`config.mk`:
```
export PLATFORM = sky130hd
export DESIGN_NAME = muldiv
export DESIGN_NICKNAME = d
export VERILOG_FILES = /design/src/rtl/muldiv.sv
export SDC_FILE = /design/constraint.sdc
export NUM_CORES = 1
export LEC_CHECK = 0
export CAP_MARGIN = 20
export CORE_ASPECT_RATIO = 1.4
export CORE_MARGIN = 5
export CORE_UTILIZATION = 40
export CTS_BUF_LIST = sky130_fd_sc_hd__clkbuf_4
export CTS_CLUSTER_SIZE = 14
export DETAILED_ROUTE_END_ITERATION = 7
export DONT_BUFFER_PORTS = 1
export PLACE_DENSITY = 0.51
export SLEW_MARGIN = 20
export SYNTH_ARGS = -nofsm -noshare
export SYNTH_HDL_FRONTEND = slang
export SYNTH_SLANG_ARGS = --single-unit
```
`constraint.sdc`:
```
create_clock -name clk -period 4.9 [get_ports clk]
set_input_delay 0.735 -clock clk [delete_from_list [all_inputs] [get_ports clk]]
set_output_delay 0.735 -clock clk [all_outputs]
set_load 0.005 [all_outputs]
```
`src/rtl/muldiv.sv`:
```
// Iterative MULT/MULTU/DIV/DIVU unit holding the HI/LO registers; WIDTH+1 cycles from start to result.
// No queueing: start is ignored while busy, and mthi/mtlo are only honoured when idle.
module muldiv #(
    parameter int WIDTH = 32
) (
    input  logic             clk,
    input  logic             reset,
    input  logic             start,
    input  logic [1:0]       op,
    input  logic [WIDTH-1:0] opa,
    input  logic [WIDTH-1:0] opb,
    input  logic             mthi,
    input  logic             mtlo,
    input  logic [WIDTH-1:0] wdata,
    output logic [WIDTH-1:0] hi,
    output logic [WIDTH-1:0] lo,
    output logic             busy,
    output logic             done
);

    localparam int CW = $clog2(WIDTH);

    typedef enum logic [1:0] {
        S_IDLE,
        S_RUN,
        S_FIX
    } state_t;

    state_t r_state;
    state_t w_next;

    logic [CW-1:0]      r_cnt;
    logic               r_is_div;
    logic               r_neg_a;
    logic               r_neg_b;
    logic [WIDTH-1:0]   r_div;
    logic [2*WIDTH-1:0] r_acc;
    logic [WIDTH-1:0]   r_hi;
    logic [WIDTH-1:0]   r_lo;
    logic               r_done;

    logic               w_signed;
    logic               w_neg_a;
    logic               w_neg_b;
    logic [WIDTH-1:0]   w_mag_a;
    logic [WIDTH-1:0]   w_mag_b;
    logic               w_last;
    logic [WIDTH:0]     w_mul_sum;
    logic [2*WIDTH-1:0] w_mul_next;
    logic [WIDTH:0]     w_shift;
    logic [WIDTH:0]     w_diff;
    logic               w_ge;
    logic [2*WIDTH-1:0] w_div_next;
    logic [2*WIDTH-1:0] w_prod;
    logic [WIDTH-1:0]   w_quo;
    logic [WIDTH-1:0]   w_rem;
    logic               w_div0;

    // Unsigned ops have op[0]=1 and bypass magnitude conversion.
    assign w_signed = ~op[0];
    assign w_neg_a  = w_signed & opa[WIDTH-1];
    assign w_neg_b  = w_signed & opb[WIDTH-1];
    assign w_mag_a  = w_neg_a ? -opa : opa;
    assign w_mag_b  = w_neg_b ? -opb : opb;
    assign w_last   = (r_cnt == CW'(WIDTH - 1));

    // Multiply: accumulator upper half adds the multiplicand, lower half holds the shifting multiplier.
    assign w_mul_sum  = {1'b0, r_acc[2*WIDTH-1:WIDTH]} + (r_acc[0] ? {1'b0, r_div} : {(WIDTH+1){1'b0}});
    assign w_mul_next = {w_mul_sum, r_acc[WIDTH-1:1]};

    // Restoring divide: partial remainder on top, quotient bits shift in at the bottom.
    assign w_shift    = r_acc[2*WIDTH-1:WIDTH-1];
    assign w_ge       = (w_shift >= {1'b0, r_div});
    assign w_diff     = w_shift - {1'b0, r_div};
    assign w_div_next = w_ge ? {w_diff[WIDTH-1:0], r_acc[WIDTH-2:0], 1'b1}
                             : {w_shift[WIDTH-1:0], r_acc[WIDTH-2:0], 1'b0};

    assign w_prod = (r_neg_a ^ r_neg_b) ? -r_acc : r_acc;
    assign w_quo  = (r_neg_a ^ r_neg_b) ? -r_acc[WIDTH-1:0] : r_acc[WIDTH-1:0];
    assign w_rem  = r_neg_a ? -r_acc[2*WIDTH-1:WIDTH] : r_acc[2*WIDTH-1:WIDTH];
    assign w_div0 = (r_div == '0);

    always_ff @(posedge clk or negedge reset) begin
        if (!reset) begin
            r_state <= S_IDLE;
        end else begin
            r_state <= w_next;
        end
    end

    always_comb begin
        w_next = r_state;
        case (r_state)
            S_IDLE:  if (start) w_next = S_RUN;
            S_RUN:   if (w_last) w_next = S_FIX;
            S_FIX:   w_next = S_IDLE;
            default: w_next = S_IDLE;
        endcase
    end

    always_ff @(posedge clk or negedge reset) begin
        if (!reset) begin
            r_cnt    <= '0;
            r_is_div <= 1'b0;
            r_neg_a  <= 1'b0;
            r_neg_b  <= 1'b0;
            r_div    <= '0;
            r_acc    <= '0;
            r_hi     <= '0;
            r_lo     <= '0;
            r_done   <= 1'b0;
        end else begin
            r_done <= (r_state == S_FIX);
            case (r_state)
                S_IDLE: begin
                    if (mthi) r_hi <= wdata;
                    if (mtlo) r_lo <= wdata;
                    if (start) begin
                        r_is_div <= op[1];
                        r_neg_a  <= w_neg_a;
                        r_neg_b  <= w_neg_b;
                        r_div    <= op[1] ? w_mag_b : w_mag_a;
                        r_acc    <= {{WIDTH{1'b0}}, (op[1] ? w_mag_a : w_mag_b)};
                        r_cnt    <= '0;
                    end
                end
                S_RUN: begin
                    r_acc <= r_is_div ? w_div_next : w_mul_next;
                    r_cnt <= r_cnt + 1'b1;
                end
                S_FIX: begin
                    if (!r_is_div) begin
                        {r_hi, r_lo} <= w_prod;
                    end else if (w_div0) begin
                        // Divide by zero returns the dividend unchanged in HI and all ones in LO.
                        r_hi <= r_neg_a ? -r_acc[2*WIDTH-1:WIDTH] : r_acc[2*WIDTH-1:WIDTH];
                        r_lo <= '1;
                    end else begin
                        r_hi <= w_rem;
                        r_lo <= w_quo;
                    end
                end
                default: ;
            endcase
        end
    end

    assign hi   = r_hi;
    assign lo   = r_lo;
    assign busy = (r_state != S_IDLE);
    assign done = r_done;

endmodule

```
# Yosys cells after proc, flatten, opt, wreduce, memory -nomap -nowiden
# Index checks and enable logic that the tools add are counted.
dict set report op_classes {
  reduce_logical 10
  n_lt_le_gt_ge 1
  n_mux 24
  n_eq_ne 7
  addsub 8
  n_bitwise 4
}
# op count
set ops {}
lappend ops {{$mux W32} 12}
lappend ops {{$mux W64} 4}
lappend ops {{$neg A32 Y32} 4}
lappend ops {{$pmux W32 S2} 2}
lappend ops {{$pmux W64 S2} 1}
lappend ops {{$neg A64 Y64} 1}
lappend ops {{$add A32 B32 Y33} 1}
lappend ops {{$ge A33 B32 Y1} 1}
lappend ops {{$logic_not A32 Y1} 1}
lappend ops {{$sub A32 B32 Y32} 1}
lappend ops {{$pmux W5 S2} 1}
lappend ops {{$reduce_and A2 Y1} 5}
lappend ops {{$ne A2 B2 Y1 const B} 4}
lappend ops {{$reduce_bool A2 Y1} 3}
lappend ops {{$add A5 B1 Y5 const B} 1}
lappend ops {{$eq A5 B5 Y1 const B} 1}
lappend ops {{$mux W5} 1}
lappend ops {{$mux W2} 2}
lappend ops {{$pmux W2 S2} 1}
lappend ops {{$and A1 B1 Y1} 2}
lappend ops {{$eq A2 B1 Y1 const B} 1}
lappend ops {{$eq A2 B2 Y1 const B} 1}
lappend ops {{$logic_not A2 Y1} 1}
lappend ops {{$not A1 Y1} 1}
lappend ops {{$xor A1 B1 Y1} 1}
dict set report word_totals {
  in_bits 103
  output_inout_bits 66
  reg_bits 171
  wordCells 64
}

# Longest topological paths before layout
dict set report depth {
  ltp_word 6
  mapped_depth 15
  ltp_nobuf 14
}

# Worst setup path after synthesis
# OpenSTA, ideal clock, no wires.
dict set report synth_path {
  path_kind {register to register}
  startpoint {register r_acc[0]}
  endpoint {register r_acc[60]}
  required_ns 4.774
  setup_slack_ns 1.427
  setup_ns 0.126
  t_arrival_ns 3.347
  path_buffers 1
  synth_period_minus_slack_ns 3.473
  path_stages_with_launch 15
  cell_sequence {dfrtp_1 -> inv_1 -> clkbuf_1 -> nor2_1 -> ha_1 -> a21o_1 -> a21o_1 -> a221o_1 -> o21ai_0 -> a21boi_0 -> a311o_1 -> a21oi_1 -> o21ai_0 -> xor2_1 -> a221o_1}
}
dict set report synth_via {
  elab_chain_cells 4
}
# item line_no
set synth_lines {}
lappend synth_lines {{start: declaration} 37} ;# logic [2*WIDTH-1:0] r_acc;
lappend synth_lines {{start signal: assignment} 123} ;# r_acc <= {{WIDTH{1'b0}}, (op[1] ? w_mag_a : w_mag_b)};
lappend synth_lines {{start signal: assignment} 128} ;# r_acc <= r_is_div ? w_div_next : w_mul_next;
lappend synth_lines {{$mux W32} 68} ;# assign w_mul_sum = {1'b0, r_acc[2*WIDTH-1:WIDTH]} + (r_acc[0] ? {1'b0, r_div} : {(WIDTH+1){1'b0}});
lappend synth_lines {{$add A32 B32 Y33} 68}
lappend synth_lines {{$mux W64} 128}
lappend synth_lines {{$pmux W64 S2} 114} ;# case (r_state)
# No other way between the ends.
# A chain may end at the register's enable or synchronous reset.

# Worst setup path in the final report
dict set report layout_path {
  startpoint {register r_acc[0]}
  endpoint {register r_acc[63]}
}
# Same word-level chain as after synthesis.

==> impl_metrics.prom <==
# TYPE chip_impl_metric gauge
chip_impl_metric{name="number_of_antenna_violations_at_the_first_check_in_global_routing",unit=""} 2
chip_impl_metric{name="grt_pass1_vias",unit=""} 14100
chip_impl_metric{name="die_h",unit="um"} 238
chip_impl_info{name="synth_top_cells_by_count",value="213 x o21ai_0, 193 x nand2_1, 183 x nor2_1, 173 x a21oi_1, 171 x dfrtp_1"} 1
chip_impl_metric{name="fill_cells",unit=""} 3807
chip_impl_metric{name="sequentialPowerShare",unit="%"} 23.8
chip_impl_metric{name="cellPowerDensity",unit="mW/mm2"} 845
chip_impl_metric{name="timing.critical_path.slowest_cell_delay",unit="ps"} 680
chip_impl_metric{name="r2r_setup_slack",unit="ps"} 550
chip_impl_metric{name="max-clock-path-buffers",unit=""} 2
chip_impl_metric{name="number_of_max_cap_violations",unit=""} 0
chip_impl_metric{name="tightest_slew",unit="ps"} 1080
chip_impl_info{name="critical_path_sink_type",value="flop"} 1
chip_impl_metric{name="std_cell_rows",unit=""} 83
chip_impl_metric{name="critPathArrivalTime",unit="ps"} 4900
chip_impl_metric{name="multiInputGateArea",unit="mm2"} 0.00992
chip_impl_metric{name="postSynth.asyncResetShare",unit="%"} 100
chip_impl_metric{name="die_area",unit="mm2"} 0.0411
chip_impl_info{name="timing.critical_path.mode_cell",value="a21o_1"} 1
chip_impl_metric{name="final-hold-violation-count",unit=""} 0
chip_impl_metric{name="synth-edff-count",unit=""} 0
chip_impl_metric{name="total_via_count_in_the_routed_design",unit=""} 14400
chip_impl_metric{name="hold-worst-slack",unit="ps"} 114
chip_impl_metric{name="p_sw",unit="uW"} 7250
chip_impl_info{name="setup.worst_path.class",value="reg2reg"} 1
chip_impl_metric{name="mappedNetlistArea",unit="mm2"} 0.0149
chip_impl_metric{name="gp_congestion",unit=""} 0.944
chip_impl_metric{name="final-setup-viol-count",unit=""} 0
chip_impl_metric{name="yosys.area_share.simple",unit="%"} 19.2
chip_impl_metric{name="horizontal_die_dimension",unit="um"} 173
chip_impl_info{name="grt_setup_unrepaired",value="false"} 1
chip_impl_metric{name="finalWorstPathRequiredPeriod",unit="ps"} 4350
chip_impl_metric{name="synthesis.area_per_instance",unit="um2"} 7.71
chip_impl_metric{name="synth_cells",unit=""} 1927
chip_impl_metric{name="final_layout_size_suffix_gt1_share",unit="%"} 5.24
chip_impl_metric{name="cts_made_buffers",unit=""} 17
chip_impl_metric{name="post_route_setup_tns",unit="ps"} 0
chip_impl_metric{name="muxShareOfSynthArea",unit="%"} 3.52
chip_impl_info{name="worstReg2RegEnd",value="r_acc[63]"} 1
chip_impl_info{name="worst_r2r_startpoint",value="r_acc[0]"} 1
chip_impl_info{name="worst_min_delay_path_class",value="in2async"} 1
chip_impl_metric{name="worst-r2r-cell-count",unit=""} 13
chip_impl_metric{name="netlist-cell-type-count",unit=""} 73
chip_impl_metric{name="io_pins",unit=""} 169
chip_impl_info{name="yosys-top-cells-area",value="dfrtp_1 29%, o21ai_0 7.2%, ha_1 5.9%"} 1
chip_impl_info{name="synth_area_leader_cell",value="dfrtp_1"} 1
chip_impl_metric{name="p_int",unit="uW"} 5940
chip_impl_metric{name="cts_htree_levels",unit=""} 4
chip_impl_info{name="worst_path_max_delay_cell",value="a2111oi_0"} 1
chip_impl_metric{name="fin_cells",unit=""} 2338
chip_impl_metric{name="ctsResizeCount",unit=""} 0
chip_impl_metric{name="drtPass1Iterations",unit=""} 6
chip_impl_metric{name="synth_sequential_area_ratio",unit="%"} 28.8
chip_impl_metric{name="layout_setup_ws",unit="ps"} 550
chip_impl_metric{name="relative_area_change_from_synthesis_to_final_layout",unit="%"} 5.16
chip_impl_metric{name="drt_first_iter_violations",unit=""} 1132
chip_impl_info{name="worstPathCellList",value="inv_1, buf_4, nor2_1, ha_1, a21o_1, a21o_1, a21o_1, or3b_2, a211oi_1, o31ai_1, a2111oi_0, o21ai_0, o21a_1"} 1
chip_impl_metric{name="leakagePower",unit="uW"} 0.00653
chip_impl_metric{name="fin_nets",unit=""} 2031
chip_impl_metric{name="avgRoutedWirePerCell",unit="um"} 25.1
chip_impl_info{name="most_used_flip_flop_cell_after_synthesis",value="dfrtp_1"} 1
chip_impl_metric{name="pre_cts_ws",unit="ps"} 723
chip_impl_metric{name="grt_first_pass_wirelength",unit="um"} 87700
chip_impl_metric{name="port-buffer-count",unit=""} 0
chip_impl_metric{name="globalRoute.totalOverflow",unit=""} 0
chip_impl_metric{name="clkLatencyLatePin",unit="ps"} 640
chip_impl_metric{name="synth_xor_area_share",unit="%"} 10.3
chip_impl_metric{name="clock_pin_slew_of_the_registers_on_the_worst_case_setup_and_hold_paths",unit="ps"} 170
chip_impl_metric{name="viasPerCell",unit=""} 6.15
chip_impl_metric{name="synth.yosys.warnings",unit=""} 0
chip_impl_metric{name="power_switching_share",unit="%"} 55.0
chip_impl_metric{name="fin_crit_sh",unit="%"} 88.8
chip_impl_metric{name="max_ir_drop_vdd",unit="uV"} 561
chip_impl_metric{name="drt_wl_total",unit="um"} 58800
chip_impl_metric{name="grt.total_usage",unit="%"} 27.5
chip_impl_metric{name="postPlaceCellArea",unit="mm2"} 0.0153
chip_impl_metric{name="synth-adder-area-share",unit="%"} 6.17
chip_impl_metric{name="power.clock.fraction",unit="%"} 7.1
chip_impl_metric{name="synth_largest_type_area_fraction",unit="%"} 28.8
chip_impl_info{name="setup.worst_path.start_class",value="flop"} 1
chip_impl_metric{name="place_hpwl",unit="um"} 46200
chip_impl_metric{name="ff_latch_area",unit="mm2"} 0.00428
chip_impl_info{name="worst_setup_path_startpoint",value="r_acc[0]"} 1
chip_impl_metric{name="fmax",unit="MHz"} 230
chip_impl_info{name="synth_top_family_by_area",value="compound AO/OA/AOI/OAI gates"} 1
chip_impl_metric{name="synth_compound_area_share",unit="%"} 27.4
chip_impl_metric{name="core_area",unit="mm2"} 0.0367
chip_impl_metric{name="combPwrFrac",unit="%"} 69.1
chip_impl_metric{name="post_detailed_route_drc_marker_count",unit=""} 0
chip_impl_metric{name="fin_area",unit="mm2"} 0.0156
chip_impl_info{name="cts_tree",value="done"} 1
chip_impl_metric{name="floorplan.initialDensity",unit="%"} 40.5
chip_impl_metric{name="ys_seq_elements",unit=""} 171
chip_impl_info{name="root_buffer",value="clkbuf_4"} 1
chip_impl_metric{name="max_slew_margin",unit="%"} 28.0
chip_impl_metric{name="timing_max_transition_violations_final",unit=""} 0
chip_impl_metric{name="largest_net_degree_at_the_start_of_global_routing",unit=""} 172
chip_impl_metric{name="worstPathRequired",unit="ps"} 5450
chip_impl_metric{name="fin_skew",unit="ps"} 36.3
chip_impl_info{name="synth.most_common_cell",value="o21ai_0"} 1
chip_impl_info{name="status",value="completed"} 1
chip_impl_metric{name="critical_path_peak_fanout",unit=""} 23
chip_impl_metric{name="numClockSinks",unit=""} 171
chip_impl_metric{name="syn_nets",unit=""} 2102
chip_impl_metric{name="placed_cells",unit=""} 2303
chip_impl_metric{name="drtAntennaViolNets",unit=""} 0
-- layout by cell type (no fill, tap or decap), types with 17 or more instances in the layout --
cell        n
a211oi_1   40
a21o_1     39
a21oi_1   173
a22oi_1    27
buf_4      30
clkbuf_4   17
dfrtp_1   170
ha_1       70
inv_1      60
mux2i_1    50
nand2_1   192
nand2b_1   21
nand3_1    22
nor2_1    181
nor2b_1    18
nor3_1     43
nor4_1     27
o211ai_1   25
o21ai_0   213
o22ai_1    40
or3_1      22
xnor2_1    99
xor2_1     74
-- final cells by class --
type / count / share of cell area [%]
clock buffer: 17 / 0.817
tap: 467 / 3.74
sequential: 171 / 27.4
clock inverter: 15 / 1.27
antenna: 2 / 0.0320
multi-input combinational: 1573 / 63.5
inverter: 61 / 1.47
timing repair buffer: 32 / 1.75
-- worst max-delay path, delay by kind of cell (launching register included) --
kind                     cells  cell delay [ps]
AO/OA/AOI/OAI                8             2150
adder cells (fa/ha/maj)      1              340
buffers and inverters        2              710
flip-flops                   1              510
AND/OR/NAND/NOR              2              550
-- flip-flops by register name (all words and copies together), names as in the netlist --
signal and count:
r_acc 64, hi 32, lo 32, r_div 32, r_cnt 5, r_state 2, done 1, r_is_div 1
r_neg_a 1, r_neg_b 1
-- how the worst max path moves through the flow --
stage	cells past startpoint	endpoint	slack, ps
floorplan	14	r_acc[60]	1430
global placement	13	r_acc[63]	800
detailed placement	13	r_acc[63]	720
CTS	13	r_acc[63]	700
global route	13	r_acc[63]	440
finish	13	r_acc[63]	550
-- kinds of logic (layout without fill, tap and decap cells) --
| family | count (synthesis) | after routing |
|---|---|---|
| AO/OA/AOI/OAI | 669 | 669 |
| XOR/XNOR | 174 | 174 |
| adder cells (fa/ha/maj) | 72 | 72 |
| buffers and inverters | 183 | 125 |
| flip-flops | 171 | 171 |
| multiplexers | 52 | 52 |
| other | 0 | 2 |
| AND/OR/NAND/NOR | 606 | 606 |
-- layer usage --
metal | vias to the layer above | wire length, um | global-route usage [%] | share of wire (%)
li1 | 6812 | - | - | -
met5 | - | 13 | 0 | 0.022
met3 | 128 | 2740 | 4.39 | 4.7
met4 | 2 | 3430 | 14.0 | 5.8
met1 | 6958 | 22500 | 31.1 | 38
met2 | 484 | 30100 | 49.9 | 51
-- power by group through the flow --
stage               Clock [uW]  Sequential (uW)  Combinational [uW]
global route              1020             3210                9930
detailed placement           0             3160                8960
global placement             0             3150                8950
CTS                        965             3120                9040
finish                     938             3130                9120
floorplan                    0             2680                6550
-- repair_timing --
| item | in CTS | in global routing |
|---|---|---|
| hold buffers | 1 | 0 |
| endpoints found under the hold margin | 171 | 0 |
| buffers inserted | 0 | 0 |
-- stage by stage --
stage | power [uW] | util (%)
floorplan | 9230 | -
global placement | 12100 | 41.6
detailed placement | 12100 | 41.6
CTS | 13100 | 42.6
global route | 14200 | 42.6
finish | 13200 | 42.6
Power figures use the tool's default switching activity.
